[src/rtl/rtc_write_cycle_if.sv]
// -----------------------------------------------------------------------------
// rtc_write_cycle_if
// Groups the request handshake and the RTC bus pins of the write-cycle
// generator.
//   start_i  : one-cycle write request from the RTC control FSM
//   addr_i   : register address, captured when the request is accepted
//   data_i   : write data, captured when the request is accepted
//   busy_o   : high while a write is in progress (including DONE)
//   done_o   : one-cycle completion pulse
//   cs_n_o   : chip select, active low
//   wr_n_o   : write strobe, active low
//   rd_n_o   : read strobe, constantly high
//   ad_sel_o : A/D line, 0 = address phase, 1 = data phase
//   ad_oe_o  : output enable for the top-level AD tristate
//   ad_o     : value driven onto the AD bus
// The master modport is the requester/pin side. The slave modport is the
// write-cycle generator.
// -----------------------------------------------------------------------------
interface rtc_write_cycle_if;
  logic       start_i;
  logic [7:0] addr_i;
  logic [7:0] data_i;
  logic       busy_o;
  logic       done_o;
  logic       cs_n_o;
  logic       wr_n_o;
  logic       rd_n_o;
  logic       ad_sel_o;
  logic       ad_oe_o;
  logic [7:0] ad_o;

  modport master (
    output start_i, addr_i, data_i,
    input  busy_o, done_o, cs_n_o, wr_n_o, rd_n_o, ad_sel_o, ad_oe_o, ad_o
  );

  modport slave (
    input  start_i, addr_i, data_i,
    output busy_o, done_o, cs_n_o, wr_n_o, rd_n_o, ad_sel_o, ad_oe_o, ad_o
  );
endinterface

[src/rtl/rtc_write_cycle.sv]
// -----------------------------------------------------------------------------
// rtc_write_cycle
// Two-phase write-cycle generator for the multiplexed address/data RTC bus.
// A one-cycle start request runs an address strobe and then a data strobe.
// Each strobe has programmable setup, WR-pulse and hold times, and the two
// phases are separated by a CS-high gap. Completion is reported with a
// one-cycle done pulse.
// Ports:
//   clk_i : system clock, rising edge
//   rst_i : synchronous, active-high reset
//   bus   : request handshake and RTC bus pins (slave modport)
// Parameters (legal range 1..255 each):
//   T_SETUP : CS/AD valid to WR falling, per phase
//   T_PULSE : WR low time, per phase
//   T_HOLD  : AD/CS hold after WR rising, per phase
//   T_GAP   : CS high time between the phases
// -----------------------------------------------------------------------------
module rtc_write_cycle #(
  parameter int T_SETUP = 2,
  parameter int T_PULSE = 7,
  parameter int T_HOLD  = 2,
  parameter int T_GAP   = 4
) (
  input logic              clk_i,
  input logic              rst_i,
  rtc_write_cycle_if.slave bus
);

  typedef enum logic [3:0] {
    IDLE    = 4'd0,
    A_SETUP = 4'd1,
    A_WR    = 4'd2,
    A_HOLD  = 4'd3,
    GAP     = 4'd4,
    D_SETUP = 4'd5,
    D_WR    = 4'd6,
    D_HOLD  = 4'd7,
    DONE    = 4'd8
  } state_t;

  typedef struct packed {
    logic       busy;
    logic       done;
    logic       cs_n;
    logic       wr_n;
    logic       ad_sel;
    logic       ad_oe;
    logic [7:0] ad;
  } bus_out_t;

  // The counter is loaded with N-1 so a state lasts N cycles and exits on 0.
  localparam logic [7:0] SETUP_LD = 8'(T_SETUP - 1);
  localparam logic [7:0] PULSE_LD = 8'(T_PULSE - 1);
  localparam logic [7:0] HOLD_LD  = 8'(T_HOLD - 1);
  localparam logic [7:0] GAP_LD   = 8'(T_GAP - 1);

  localparam bus_out_t IDLE_OUT = {1'b0, 1'b0, 1'b1, 1'b1, 1'b0, 1'b0, 8'h00};

  state_t     state_r;
  state_t     state_nxt_s;
  logic [7:0] cnt_r;
  logic [7:0] cnt_nxt_s;
  logic [7:0] addr_r;
  logic [7:0] addr_nxt_s;
  logic [7:0] data_r;
  logic [7:0] data_nxt_s;
  bus_out_t   out_r;

  // Output values for a given state. Applied to the next state so the
  // registered pins line up with the state they belong to.
  function automatic bus_out_t decode_out(state_t st, logic [7:0] addr, logic [7:0] data);
    bus_out_t o;
    o = IDLE_OUT;
    case (st)
      A_SETUP, A_HOLD: o = {1'b1, 1'b0, 1'b0, 1'b1, 1'b0, 1'b1, addr};
      A_WR:            o = {1'b1, 1'b0, 1'b0, 1'b0, 1'b0, 1'b1, addr};
      GAP:             o = {1'b1, 1'b0, 1'b1, 1'b1, 1'b0, 1'b0, 8'h00};
      D_SETUP, D_HOLD: o = {1'b1, 1'b0, 1'b0, 1'b1, 1'b1, 1'b1, data};
      D_WR:            o = {1'b1, 1'b0, 1'b0, 1'b0, 1'b1, 1'b1, data};
      DONE:            o = {1'b1, 1'b1, 1'b1, 1'b1, 1'b0, 1'b0, 8'h00};
      default:         o = IDLE_OUT;
    endcase
    return o;
  endfunction

  // Next-state, counter and request-latch logic.
  always_comb begin
    state_nxt_s = state_r;
    cnt_nxt_s   = cnt_r;
    addr_nxt_s  = addr_r;
    data_nxt_s  = data_r;
    case (state_r)
      IDLE: begin
        if (bus.start_i) begin
          state_nxt_s = A_SETUP;
          cnt_nxt_s   = SETUP_LD;
          addr_nxt_s  = bus.addr_i;
          data_nxt_s  = bus.data_i;
        end else begin
          state_nxt_s = IDLE;
        end
      end
      A_SETUP, D_SETUP: begin
        if (cnt_r == 8'd0) begin
          state_nxt_s = (state_r == A_SETUP) ? A_WR : D_WR;
          cnt_nxt_s   = PULSE_LD;
        end else begin
          cnt_nxt_s = cnt_r - 8'd1;
        end
      end
      A_WR, D_WR: begin
        if (cnt_r == 8'd0) begin
          state_nxt_s = (state_r == A_WR) ? A_HOLD : D_HOLD;
          cnt_nxt_s   = HOLD_LD;
        end else begin
          cnt_nxt_s = cnt_r - 8'd1;
        end
      end
      A_HOLD: begin
        if (cnt_r == 8'd0) begin
          state_nxt_s = GAP;
          cnt_nxt_s   = GAP_LD;
        end else begin
          cnt_nxt_s = cnt_r - 8'd1;
        end
      end
      GAP: begin
        if (cnt_r == 8'd0) begin
          state_nxt_s = D_SETUP;
          cnt_nxt_s   = SETUP_LD;
        end else begin
          cnt_nxt_s = cnt_r - 8'd1;
        end
      end
      D_HOLD: begin
        if (cnt_r == 8'd0) begin
          state_nxt_s = DONE;
          cnt_nxt_s   = 8'd0;
        end else begin
          cnt_nxt_s = cnt_r - 8'd1;
        end
      end
      DONE: begin
        state_nxt_s = IDLE;
        cnt_nxt_s   = 8'd0;
      end
      default: begin
        state_nxt_s = IDLE;
        cnt_nxt_s   = 8'd0;
      end
    endcase
  end

  // State, counter, latches and registered pin values.
  always_ff @(posedge clk_i) begin
    if (rst_i) begin
      state_r <= IDLE;
      cnt_r   <= 8'd0;
      addr_r  <= 8'h00;
      data_r  <= 8'h00;
      out_r   <= IDLE_OUT;
    end else begin
      state_r <= state_nxt_s;
      cnt_r   <= cnt_nxt_s;
      addr_r  <= addr_nxt_s;
      data_r  <= data_nxt_s;
      out_r   <= decode_out(state_nxt_s, addr_nxt_s, data_nxt_s);
    end
  end

  assign bus.busy_o   = out_r.busy;
  assign bus.done_o   = out_r.done;
  assign bus.cs_n_o   = out_r.cs_n;
  assign bus.wr_n_o   = out_r.wr_n;
  assign bus.ad_sel_o = out_r.ad_sel;
  assign bus.ad_oe_o  = out_r.ad_oe;
  assign bus.ad_o     = out_r.ad;
  // This block never reads, so the read strobe is permanently inactive.
  assign bus.rd_n_o   = 1'b1;

endmodule
[src/flat_wrapper.sv]
// flat-port wrapper written by rule: the top's interface ports become plain ports
module rtc_write_cycle_flat 
#(
  parameter int T_SETUP = 2,
  parameter int T_PULSE = 7,
  parameter int T_HOLD  = 2,
  parameter int T_GAP   = 4
)
  (clk_i, rst_i, bus_start_i, bus_addr_i, bus_data_i, bus_busy_o, bus_done_o, bus_cs_n_o, bus_wr_n_o, bus_rd_n_o, bus_ad_sel_o, bus_ad_oe_o, bus_ad_o);
  rtc_write_cycle_if bus_i ();
  input logic clk_i;
  input logic rst_i;
  input wire logic [$bits(bus_i.start_i)-1:0] bus_start_i;
  input wire logic [$bits(bus_i.addr_i)-1:0] bus_addr_i;
  input wire logic [$bits(bus_i.data_i)-1:0] bus_data_i;
  output wire logic [$bits(bus_i.busy_o)-1:0] bus_busy_o;
  output wire logic [$bits(bus_i.done_o)-1:0] bus_done_o;
  output wire logic [$bits(bus_i.cs_n_o)-1:0] bus_cs_n_o;
  output wire logic [$bits(bus_i.wr_n_o)-1:0] bus_wr_n_o;
  output wire logic [$bits(bus_i.rd_n_o)-1:0] bus_rd_n_o;
  output wire logic [$bits(bus_i.ad_sel_o)-1:0] bus_ad_sel_o;
  output wire logic [$bits(bus_i.ad_oe_o)-1:0] bus_ad_oe_o;
  output wire logic [$bits(bus_i.ad_o)-1:0] bus_ad_o;
  assign bus_i.start_i = bus_start_i;
  assign bus_i.addr_i = bus_addr_i;
  assign bus_i.data_i = bus_data_i;
  assign bus_busy_o = bus_i.busy_o;
  assign bus_done_o = bus_i.done_o;
  assign bus_cs_n_o = bus_i.cs_n_o;
  assign bus_wr_n_o = bus_i.wr_n_o;
  assign bus_rd_n_o = bus_i.rd_n_o;
  assign bus_ad_sel_o = bus_i.ad_sel_o;
  assign bus_ad_oe_o = bus_i.ad_oe_o;
  assign bus_ad_o = bus_i.ad_o;
  rtc_write_cycle #(.T_SETUP(T_SETUP), .T_PULSE(T_PULSE), .T_HOLD(T_HOLD), .T_GAP(T_GAP)) u_core (.clk_i(clk_i), .rst_i(rst_i), .bus(bus_i));
endmodule
[config.mk]
export PLATFORM = sky130hd
export DESIGN_NAME = rtc_write_cycle_flat
export DESIGN_NICKNAME = d
export VERILOG_FILES = /design/src/rtl/rtc_write_cycle_if.sv /design/src/rtl/rtc_write_cycle.sv /design/src/flat_wrapper.sv
export SDC_FILE = /design/constraint.sdc
export NUM_CORES = 1
export LEC_CHECK = 0
export BUFFER_PORTS_ARGS = -buffer_cell sky130_fd_sc_hd__buf_2
export CAP_MARGIN = 30
export CELL_PAD_IN_SITES_DETAIL_PLACEMENT = 0
export CELL_PAD_IN_SITES_GLOBAL_PLACEMENT = 2
export CORE_ASPECT_RATIO = 1.25
export CORE_MARGIN = 2
export CORE_UTILIZATION = 30
export CTS_CLUSTER_SIZE = 40
export DETAILED_ROUTE_END_ITERATION = 8
export MAX_ROUTING_LAYER = met4
export PLACE_DENSITY = 0.83
export SYNTH_ARGS = -nofsm -noshare
export SYNTH_HDL_FRONTEND = slang
export SYNTH_SLANG_ARGS = --single-unit
[constraint.sdc]
create_clock -name clk_i -period 1.6 [get_ports clk_i]
set_clock_uncertainty 0.2 [all_clocks]
set_input_delay 0.4 -clock clk_i [delete_from_list [all_inputs] [get_ports clk_i]]
set_output_delay 0.4 -clock clk_i [all_outputs]
set_load 0.1 [all_outputs]
# --- Word level (Yosys, flattened, before mapping) ---
# Cells that the tools add are included.
# Widths: inputs -> output; s select.
classes:
  muxes: 20
  eq_ne: 16
  addsub: 1
  reduce_logical: 7
op_table:
  columns: ["operator", "n"]
  rows:
  - ["$pmux 14 s6", 1]
  - ["$mux 8", 9]
  - ["$pmux 8 s5", 1]
  - ["$eq 4x3->1 const B", 8]
  - ["$pmux 4 s6", 1]
  - ["$mux 4", 5]
  - ["$eq 4x2->1 const B", 4]
  - ["$eq 4x1->1 const B", 2]
  - ["$logic_not 8->1", 1]
  - ["$reduce_or 2->1", 4]
  - ["$sub 8x1->8 const B", 1]
  - ["$mux 3", 2]
  - ["$eq 4x4->1 const B", 1]
  - ["$logic_not 4->1", 1]
  - ["$reduce_or 3->1", 1]
  - ["$ne 2x2->1 const B", 1]
  - ["$mux 1", 1]
word_totals:
  ff_bits: 42
  output_inout_bits: 15
  inputBits: 19

# --- Longest topological paths before layout ---
# Gate-level depths: netlist of the first run.
depth:
  word_depth: 7
  ltp_mapped: 7
  ltp_nobuf: 6

# --- Least setup slack after synthesis of the first run ---
# OpenSTA, ideal clock, no wires.
synth_timing:
  path_kind: "reg-to-reg"
  from: "reg u_core.cnt_r[0]"
  to: "reg u_core.out_r, in the netlist u_core.bus.ad_o[0]"
  path_stages_with_launch: 7
  t_required_ns: 1.264
  path_slack_ns: -0.176
  arrival_ns: 1.440
  synth_period_minus_slack_ns: 1.776
  cell_sequence: "dfxtp_1 > inv_1 > ha_1 > nor4b_4 > nand3_2 > o211ai_2 > o22ai_1"
synth_between:
  elab_chain_cells: 6
  elab_cells_between_ends: 18
  classes_between: "eq/ne: 8; mux: 7; reduce/logical: 3"
synth_lines:
  columns: ["item", "line_no", "source"]
  rows:
  - ["start, declared", "rtc_write_cycle.sv:61", "logic [7:0] cnt_r;"]
  - ["start signal, assigned", "rtc_write_cycle.sv:164", "cnt_r <= cnt_nxt_s;"]
  - ["$logic_not 8->1 (*)", null, null]
  - ["$mux 4, on equally long branches", null, null]
  - ["$pmux 4 s6 (*)", "rtc_write_cycle.sv:92", "case (state_r)"]
  - ["$eq 4x3->1 (tied with other cells)", "rtc_write_cycle.sv:74", "case (st)"]
  - ["$reduce_or 2->1", "rtc_write_cycle.sv:74", null]
  - ["$pmux 14 s6 (*)", "rtc_write_cycle.sv:74", null]
  - ["end signal, assigned", "rtc_write_cycle.sv:167", "out_r <= decode_out(state_nxt_s, addr_nxt_s, data_nxt_s);"]
  - ["end, declared", "rtc_write_cycle.sv:67", "bus_out_t out_r;"]
# Mark *: on every way between the ends. The rest lies on a longest branch, timed or not.
# A chain may end at the register's enable or synchronous reset.

# --- Worst setup path after layout of the first run ---
layout_timing:
  from: "reg u_core.cnt_r[1]"
  to: "reg u_core.out_r, in the netlist u_core.bus.ad_o[7]"
# Same word-level chain as after synthesis.

==> results of run 1 <==
-- layout by cell type, fill, tap and decap left out, types with 2 or more instances in the layout --
master and instances:
o211ai_1 2, buf_2 18, mux2i_1 15, buf_12 16, o211ai_2 3, inv_2 2, xnor2_1 3, o21ai_2 2
nor3_1 8, buf_4 34, o22ai_1 3, o22ai_2 4, xor2_1 5, o211ai_4 2, mux2i_2 2, nor2_2 2
dfxtp_1 40, nand2_1 4, inv_1 3, nor2_1 30, dfxtp_2 2, nand3_1 2, or2_2 2, clkbuf_8 5
and3_1 2, nand3_4 2, clkinvlp_4 2
-- path summary, 6_finish.rpt --
check / endpoint / slack (ns)
worst min register to register: u_core.data_r[6]$_SDFF_PP0_ / 0.30
worst max-delay path: u_core.bus.ad_o[7]$_SDFF_PP0_ / -0.09
worst min-delay path: u_core.addr_r[1]$_SDFF_PP0_ / 0.16
worst max register to register: u_core.bus.ad_o[7]$_SDFF_PP0_ / -0.09
-- state kept, by name, summed over array words and instances (netlist names) --
signal               count
u_core.bus.busy_o        1
u_core.state_r           4
u_core.bus.ad_sel_o      1
u_core.data_r            8
u_core.bus.wr_n_o        1
u_core.bus.ad_oe_o       1
u_core.cnt_r             8
u_core.bus.done_o        1
u_core.addr_r            8
u_core.bus.ad_o          8
u_core.bus.cs_n_o        1
-- power by group --
| part | total [mW] | switching [mW] | leakage (nW) | internal [mW] |
|---|---|---|---|---|
| Sequential | 1.46 | 0.159 | 0.345 | 1.30 |
| Combinational | 3.32 | 1.80 | 0.766 | 1.52 |
| Clock | 0.666 | 0.368 | 0.0362 | 0.298 |
| Total | 5.45 | 2.33 | 1.15 | 3.12 |
-- cell type report --
type                    count  area share [%]
clock inverters             2           0.571
flip-flops and latches     42            32.1
repair buffers             69            25.7
clock buffers               5            2.62
multi-input cells         115            35.2
inverters                   5           0.714
well taps                  64            3.05
-- stage by stage --
step	setup TNS [ns]	total power [mW]	setup WS, ns	cell area, µm²	std cells
floorplan	-1.42	3.52	-0.146	1780	171
global placement	-0.714	4.52	-0.0585	2430	291
detailed placement	-1.14	4.55	-0.0868	2430	291
CTS	-1.07	5.38	-0.0867	2570	300
global route	-3.28	5.79	-0.208	2630	302
finish	-1.04	5.45	-0.0892	2630	302
-- layer usage --
| layer | share of wire [%] | GRT usage [%] |
|---|---|---|
| met3 | 3.8 | 4.21 |
| met1 | 43 | 17.0 |
| met4 | 2.6 | 7.03 |
| met2 | 51 | 25.6 |
| met5 | 0 | - |
-- worst max-delay path: cells and delay by family, from the launching register on --
family | cells | cell delay, ns
buf+inv | 3 | 0.39
compound gates | 2 | 0.17
flops | 1 | 0.33
simple gates | 2 | 0.32
fa+ha+maj | 1 | 0.13
-- cell families after synthesis --
logic type	share of synthesized area [%]
xor gates and xnor gates	4.09
muxes	9.93
and+or+nand+nor	18.8
adders and majority gates	0.730
other	0.219
buffers and inverters	4.97
DFF	49.1
AOI/OAI and AO/OA	12.1
-- timing repair --
action | CTS | global route
resized for setup | 8 | 8
setup endpoints to repair | 21 | 25
setup buffers | 1 | 2
cloned | 1 | 0
pin swaps | 2 | 8
hold buffers | 0 | 0
==> impl_metrics.toml, run 1 <==
[setup_path]
cp.required_ns = 1.57
path_cells = "inv_2, ha_4, nor4b_4, buf_6, nand3_4, o211ai_4, buf_12, o22ai_2"
ff2ff_path_depth = 8
worstReg2RegStart = "u_core.cnt_r[1]$_SDFFE_PP0P_"
critPathKind = "flip-flop to flip-flop"
cp-start-kind = "flip-flop"
crit_path_max_fanout = 8
worst_setup_path_end_kind = "flip-flop"
slowest_stage = "dfxtp_2"
cpPeakStageDelay_ns = 0.33
crit_arrival_ns = 1.65
worstSetupStartpoint = "u_core.cnt_r[1]$_SDFFE_PP0P_"

[clock_network]
clock_sinks = 42
path_clk_slew_ns = 0.08
cts_tree = "yes"
clock_latency_ns = 0.29
root_buffer = "clkbuf_8"
cts.path.max_buffers = 2
cts-htree-levels = 2
cts_made_buffers = 5

[synthesis]
synth.avg_cell_area_um2 = 10.0
syn_inst = 171
synthDistinctLibCells = 40
netlist_area_mm2 = 0.00171
synthArstFlopShare_pct = 0
synth-seq-cells = 42
synth_top_cell_area_share_pct = 49.1
synth_ff_type = "dfxtp_1"
synth_warnings = 0
synthesis.nets = 191
yosysMostFrequentCell = "dfxtp_1"
ys_seq_area_share_pct = 49.1
synth-edff-count = 0
synth.top_cells.by_count = "dfxtp_1 (42), nor2_1 (31), mux2i_1 (17)"
synth_area_leaders = "dfxtp_1 (49%), mux2i_1 (9.9%), nor2_1 (6.8%)"
yosysTopAreaCell = "dfxtp_1"

[status]
violations = "negative setup slack"
status = "complete, but fails checks"

[placement]
dp_hpwl_um = 2970
io_buffers = 32
gp_congestion = 0.811

[die]
die_h_um = 88.5
dieWidth_um = 71.6
rows = 30
start_util_pct = 31.3
dieArea_mm2 = 0.00633
coreArea_mm2 = 0.00548
io_pins = 34

[route]
ant_nets = 0
wire_per_inst_um = 14.0
drt_wl_total_um = 4220
drt_iter0_markers = 35
dr_total_vias = 1441
post-route-drc-count = 0
post_drt_via_cell_ratio = 4.77
drt_pass1_iterations = 4

[grt]
grt_start_max_net_pins = 21
gr-usage-all-layers_pct = 15.3
grt-ovfl-total = 0
grt_pass1_wl_um = 7110
grt_pass1_vias = 1488
antenna_found_initial = 0

[sta]
whs_ns = 0.159
maxSlewViolCount = 0
rsz0062_at_grt = "yes"
setup_viol = 17
finalHoldViolations = 0
period_share_pct = 106
fmax_mhz = 592
period_needed_ns = 1.69
worst_slack_ns = -0.0892

[finish]
n_fill_cell = 507
seqCellArea_um2 = 843
num-nets-final = 258
layout-drive-gt1-share_pct = 46.2
multi_input_area_um2 = 926
n_antenna_cell = 0
final_util_pct = 48.0
syn2layout_area_growth_pct = 53.5

[pwr]
ir_drop_uv = 809
p_per_area_mw_per_mm2 = 2070
power_leakage_nw = 1.15

[hold_path]
worstHoldPathCells = 3
worstHoldStart = "bus_addr_i[1]"
hold_class = "primary input to flip-flop"

[run]
cap_violations = 0
No activity file was read; power rests on OpenSTA's default activity.
==> run 2, diff against run 1 <==
--- a/config.mk
+++ b/config.mk
@@ -11,11 +11,12 @@
 export CELL_PAD_IN_SITES_GLOBAL_PLACEMENT = 2
 export CORE_ASPECT_RATIO = 1.25
 export CORE_MARGIN = 2
-export CORE_UTILIZATION = 30
+export CORE_UTILIZATION = 31
+export CTS_BUF_LIST = sky130_fd_sc_hd__clkbuf_4
 export CTS_CLUSTER_SIZE = 40
 export DETAILED_ROUTE_END_ITERATION = 8
 export MAX_ROUTING_LAYER = met4
-export PLACE_DENSITY = 0.83
+export PLACE_DENSITY = 0.85
 export SYNTH_ARGS = -nofsm -noshare
 export SYNTH_HDL_FRONTEND = slang
 export SYNTH_SLANG_ARGS = --single-unit
==> impl_metrics.toml, run 2 (synthesis gave the netlist of run 1 again) <==
[route]
drt_iter0_markers = 49
drt_wl_total_um = 4180
post-route-drc-count = 0
wire_per_inst_um = 13.8
dr_total_vias = 1459
ant_nets = 0
drt_pass1_iterations = 5
post_drt_via_cell_ratio = 4.83

[setup_path]
crit_arrival_ns = 1.78
path_buf_inv = 2
crit_path_max_fanout = 9
cpPeakStageDelay_ns = 0.35
slowest_stage = "dfxtp_2"
path_cells = "inv_2, ha_4, nor4b_4, buf_6, a21o_1, nand3_4, o22ai_2"
cp.required_ns = 1.69
worst_setup_path_end_kind = "flip-flop"
path_delay_family = "compound AO/OA/AOI/OAI gates"
cp-start-kind = "flip-flop"
critPathKind = "flip-flop to flip-flop"

[status]
violations = "negative setup slack"
status = "complete, but fails checks"

[die]
start_util_pct = 31.9
die_h_um = 87.1
rows = 30
coreArea_mm2 = 0.00537
dieArea_mm2 = 0.00614
dieWidth_um = 70.5
io_pins = 34

[clock_network]
clock_sinks = 42
cts_made_buffers = 5
clock_latency_ns = 0.36
path_clk_slew_ns = 0.12
cts.path.max_buffers = 2
cts_tree = "yes"
root_buffer = "clkbuf_4"
cts-htree-levels = 2

[finish]
syn2layout_area_growth_pct = 56.8
final_common_cell = "dfxtp_1"
mostFrequentLayoutCells = "dfxtp_1 (38), buf_4 (31), nor2_1 (30)"
n_fill_cell = 501
n_antenna_cell = 0
layout-drive-gt1-share_pct = 50.0
num-nets-final = 257
final_cell_area_mm2 = 0.00269
final_util_pct = 50.0

[placement]
io_buffers = 32
place_ws_ns = -0.104
dpl_cell_area_mm2 = 0.00240
dp_hpwl_um = 3010
gp_congestion = 0.877

[run]
cap_violations = 0

[sta]
whs_ns = 0.0375
rsz0062_at_grt = "yes"
setup_viol = 16
period_needed_ns = 1.69
finalHoldViolations = 0
maxSlewViolCount = 0
fmax_mhz = 590
worst_slack_ns = -0.0944
period_share_pct = 106

[grt]
antenna_found_initial = 0
grt-ovfl-total = 0
grt_start_max_net_pins = 20
grt_pass1_vias = 1522
grt_pass1_wl_um = 6750
gr-usage-all-layers_pct = 14.2

[pwr]
p_per_area_mw_per_mm2 = 2170
ir_drop_uv = 673
power_leakage_nw = 1.16
power_mw = 5.83

[hold_path]
hold_class = "primary input to flip-flop"
run 2: changes by cell type in the layout (fill, tap and decap cells not counted), moves of 4 or more:
cell and change:
mux2i_1 -6, clkbuf_4 +5, clkbuf_8 -5, mux2i_2 +5, buf_6 +4
run 2: final timing paths:
| path | start | to | slack, ns | cells after the start |
|---|---|---|---|---|
| setup / recovery | u_core.cnt_r[0]$_SDFFE_PP0P_ | u_core.bus.ad_o[6]$_SDFF_PP0_ | -0.09 | 7 |
| hold / removal | rst_i | u_core.bus.busy_o$_SDFF_PP0_ | 0.04 | 2 |
| setup reg to reg | u_core.cnt_r[0]$_SDFFE_PP0P_ | u_core.bus.ad_o[6]$_SDFF_PP0_ | -0.09 | 7 |
| hold reg to reg | u_core.data_r[5]$_SDFF_PP0_ | u_core.data_r[5]$_SDFF_PP0_ | 0.31 | 2 |
run 2: area by class of cell:
class | instances | area (µm²) | share of cell area [%]
multi-input combinational | 114 | 955 | 35.6
sequential | 42 | 846 | 31.5
timing repair buffer | 69 | 679 | 25.3
tap | 64 | 80.1 | 2.98
clock inverter | 3 | 68.8 | 2.56
clock buffer | 5 | 37.5 | 1.40
inverter | 5 | 18.8 | 0.699
run 2: metrics by stage:
stage	setup TNS, ns	cells
2_1_floorplan	-1.42	171
3_3_place_gp	-0.211	288
3_5_place_dp	-0.541	288
4_1_cts	-0.688	298
5_1_grt	-2.12	302
6_report	-0.861	302
run 2: metal layers:
layer | global-route usage [%] | part of all wire [%] | up-vias
met2 | 25.5 | 53 | 37
li1 | - | - | 724
met4 | 5.42 | 1.7 | 0
met3 | 3.01 | 4.2 | 9
met5 | - | 0 | -
met1 | 15.2 | 41 | 689
run 2: power by group:
group	internal (mW)	total, mW	leakage (nW)	switching, mW
Combinational	1.64	3.49	0.757	1.85
Sequential	1.30	1.48	0.346	0.176
Clock	0.489	0.856	0.0554	0.367
run 2: what timing repair did:
action | CTS | global route
hold buffers | 0 | 0
pin swaps | 5 | 8
resized for setup | 8 | 24
cloned | 0 | 0
setup buffers | 2 | 4
endpoints found under the setup margin | 19 | 31
==> run 3, diff against run 2 <==
--- a/config.mk
+++ b/config.mk
@@ -20,3 +20,4 @@
 export SYNTH_ARGS = -nofsm -noshare
 export SYNTH_HDL_FRONTEND = slang
 export SYNTH_SLANG_ARGS = --single-unit
+export TNS_END_PERCENT = 1
==> impl_metrics.toml, run 3 (synthesis gave the netlist of run 1 again) <==
[clock_network]
path_clk_slew_ns = 0.13
cts-htree-levels = 2
cts.path.max_buffers = 2
clock_sinks = 42
cts_tree = "yes"
root_buffer = "clkbuf_4"
clock_latency_ns = 0.35
cts_made_buffers = 5

[setup_path]
r2r_slack_ns = -0.10
crit_path_max_fanout = 10
worstReg2RegStart = "u_core.state_r[0]$_SDFF_PP0_"
cpPeakStageDelay_ns = 0.59
crit_arrival_ns = 1.76
ff2ff_path_depth = 4
worst_setup_path_end_kind = "flip-flop"
slowest_stage = "or4_4"
worstSetupStartpoint = "u_core.state_r[0]$_SDFF_PP0_"
path_delay_family = "simple AND/OR/NAND/NOR gates"
path_cells = "or4_4, o2111ai_2, xor2_1, nor2_1"
cp.required_ns = 1.66
cp-start-kind = "flip-flop"
endpoint = "u_core.cnt_r[7]$_SDFFE_PP0P_"
path_buf_inv = 0
r2r_end = "u_core.cnt_r[7]$_SDFFE_PP0P_"
critical_path_depth = 4
critPathKind = "flip-flop to flip-flop"

[sta]
period_needed_ns = 1.70
whs_ns = 0.0884
worst_slack_ns = -0.101
fmax_mhz = 588
finalHoldViolations = 0
setup_viol = 19
maxSlewViolCount = 0
period_share_pct = 106
rsz0062_at_grt = "yes"

[pwr]
p_per_area_mw_per_mm2 = 2100
power_leakage_nw = 1.14
ir_drop_uv = 615
power_mw = 5.40

[finish]
n_antenna_cell = 0
final_common_cell = "dfxtp_1"
n_fill_cell = 497
multi_input_area_um2 = 890
layout-drive-gt1-share_pct = 45.1
mostFrequentLayoutCells = "dfxtp_1 (39), nor2_1 (29), buf_4 (29)"
syn2layout_area_growth_pct = 50.0
num-nets-final = 254
final_util_pct = 47.9
seqCellArea_um2 = 845

[hold_path]
worstHoldPathCells = 3
hold_class = "primary input to flip-flop"

[grt]
gr-usage-all-layers_pct = 14.3
grt_pass1_wl_um = 6690
antenna_found_initial = 0
grt-ovfl-total = 0
grt_pass1_vias = 1425
grt_start_max_net_pins = 17

[route]
drt_iter0_markers = 81
wire_per_inst_um = 12.9
dr_total_vias = 1419
drt_pass1_iterations = 4
drt_wl_total_um = 3870
post-route-drc-count = 0
post_drt_via_cell_ratio = 4.75
ant_nets = 0

[die]
rows = 30
die_h_um = 87.1
io_pins = 34
dieArea_mm2 = 0.00614
start_util_pct = 31.9
coreArea_mm2 = 0.00537
dieWidth_um = 70.5

[placement]
place_ws_ns = -0.255
dp_hpwl_um = 2950
gp_congestion = 0.844
io_buffers = 32

[status]
status = "complete, but fails checks"
violations = "negative setup slack"

[run]
cap_violations = 0
## run 3: report_power, final
| part | switching [mW] | leakage, nW | internal [mW] | total, mW |
|---|---|---|---|---|
| clock | 0.354 | 0.0419 | 0.347 | 0.701 |
| sequential | 0.170 | 0.345 | 1.30 | 1.47 |
| combinational | 1.74 | 0.751 | 1.49 | 3.23 |
| total | 2.26 | 1.14 | 3.14 | 5.40 |
## run 3: worst min-delay path by stage
stage	slack (ns)	endpoint	start
final	0.09	u_core.data_r[4]$_SDFF_PP0_	bus_data_i[4]
after global routing	0.08	u_core.data_r[0]$_SDFF_PP0_	bus_data_i[0]
after CTS	0.09	u_core.data_r[0]$_SDFF_PP0_	bus_data_i[0]
after floorplan	0.26	u_core.data_r[6]$_SDFF_PP0_	u_core.data_r[6]$_SDFF_PP0_
after detailed placement	0.28	u_core.addr_r[2]$_SDFF_PP0_	u_core.addr_r[2]$_SDFF_PP0_
after global placement	0.27	u_core.addr_r[6]$_SDFF_PP0_	u_core.addr_r[6]$_SDFF_PP0_
## run 3: metal layers
metal  share of wire (%)  global-route usage [%]  vias to the layer above
met5                   0                       -                        -
met4                 1.5                    6.12                        0
met3                 3.9                    3.47                        5
met2                  51                    24.6                       26
met1                  43                    15.7                      665
li1                    -                       -                      723
## run 3: cell type report
class / instances / share of cell area (%)
Multi-Input combinational cell: 114 / 34.6
Timing Repair Buffer: 66 / 25.4
Inverter: 5 / 0.731
Tap cell: 64 / 3.12
Clock inverter: 2 / 1.46
Clock buffer: 6 / 1.75
Sequential cell: 42 / 32.9
## run 3: through the flow
step           area (µm²)  TNS [ns]  cells
2_1_floorplan        1760     -2.48    171
3_3_place_gp         2380     -3.56    287
3_5_place_dp         2380     -4.87    287
4_1_cts              2520     -1.40    298
5_1_grt              2570     -3.56    299
6_report             2570    -0.983    299
## run 3: worst reg2reg max path, delay by kind of cell, from the launching register on
kind	cells	cell delay, ns
and+or+nand+nor	2	0.65
DFF	1	0.39
AOI/OAI and AO/OA	1	0.21
xor gates and xnor gates	1	0.16
## run 3: repair_timing
item | CTS | global route
buffers inserted | 3 | 1
gates resized for setup | 12 | 11
endpoints found under the hold margin | 0 | 0
hold buffers | 0 | 0
setup endpoints to repair | 25 | 41
pin swaps | 16 | 7
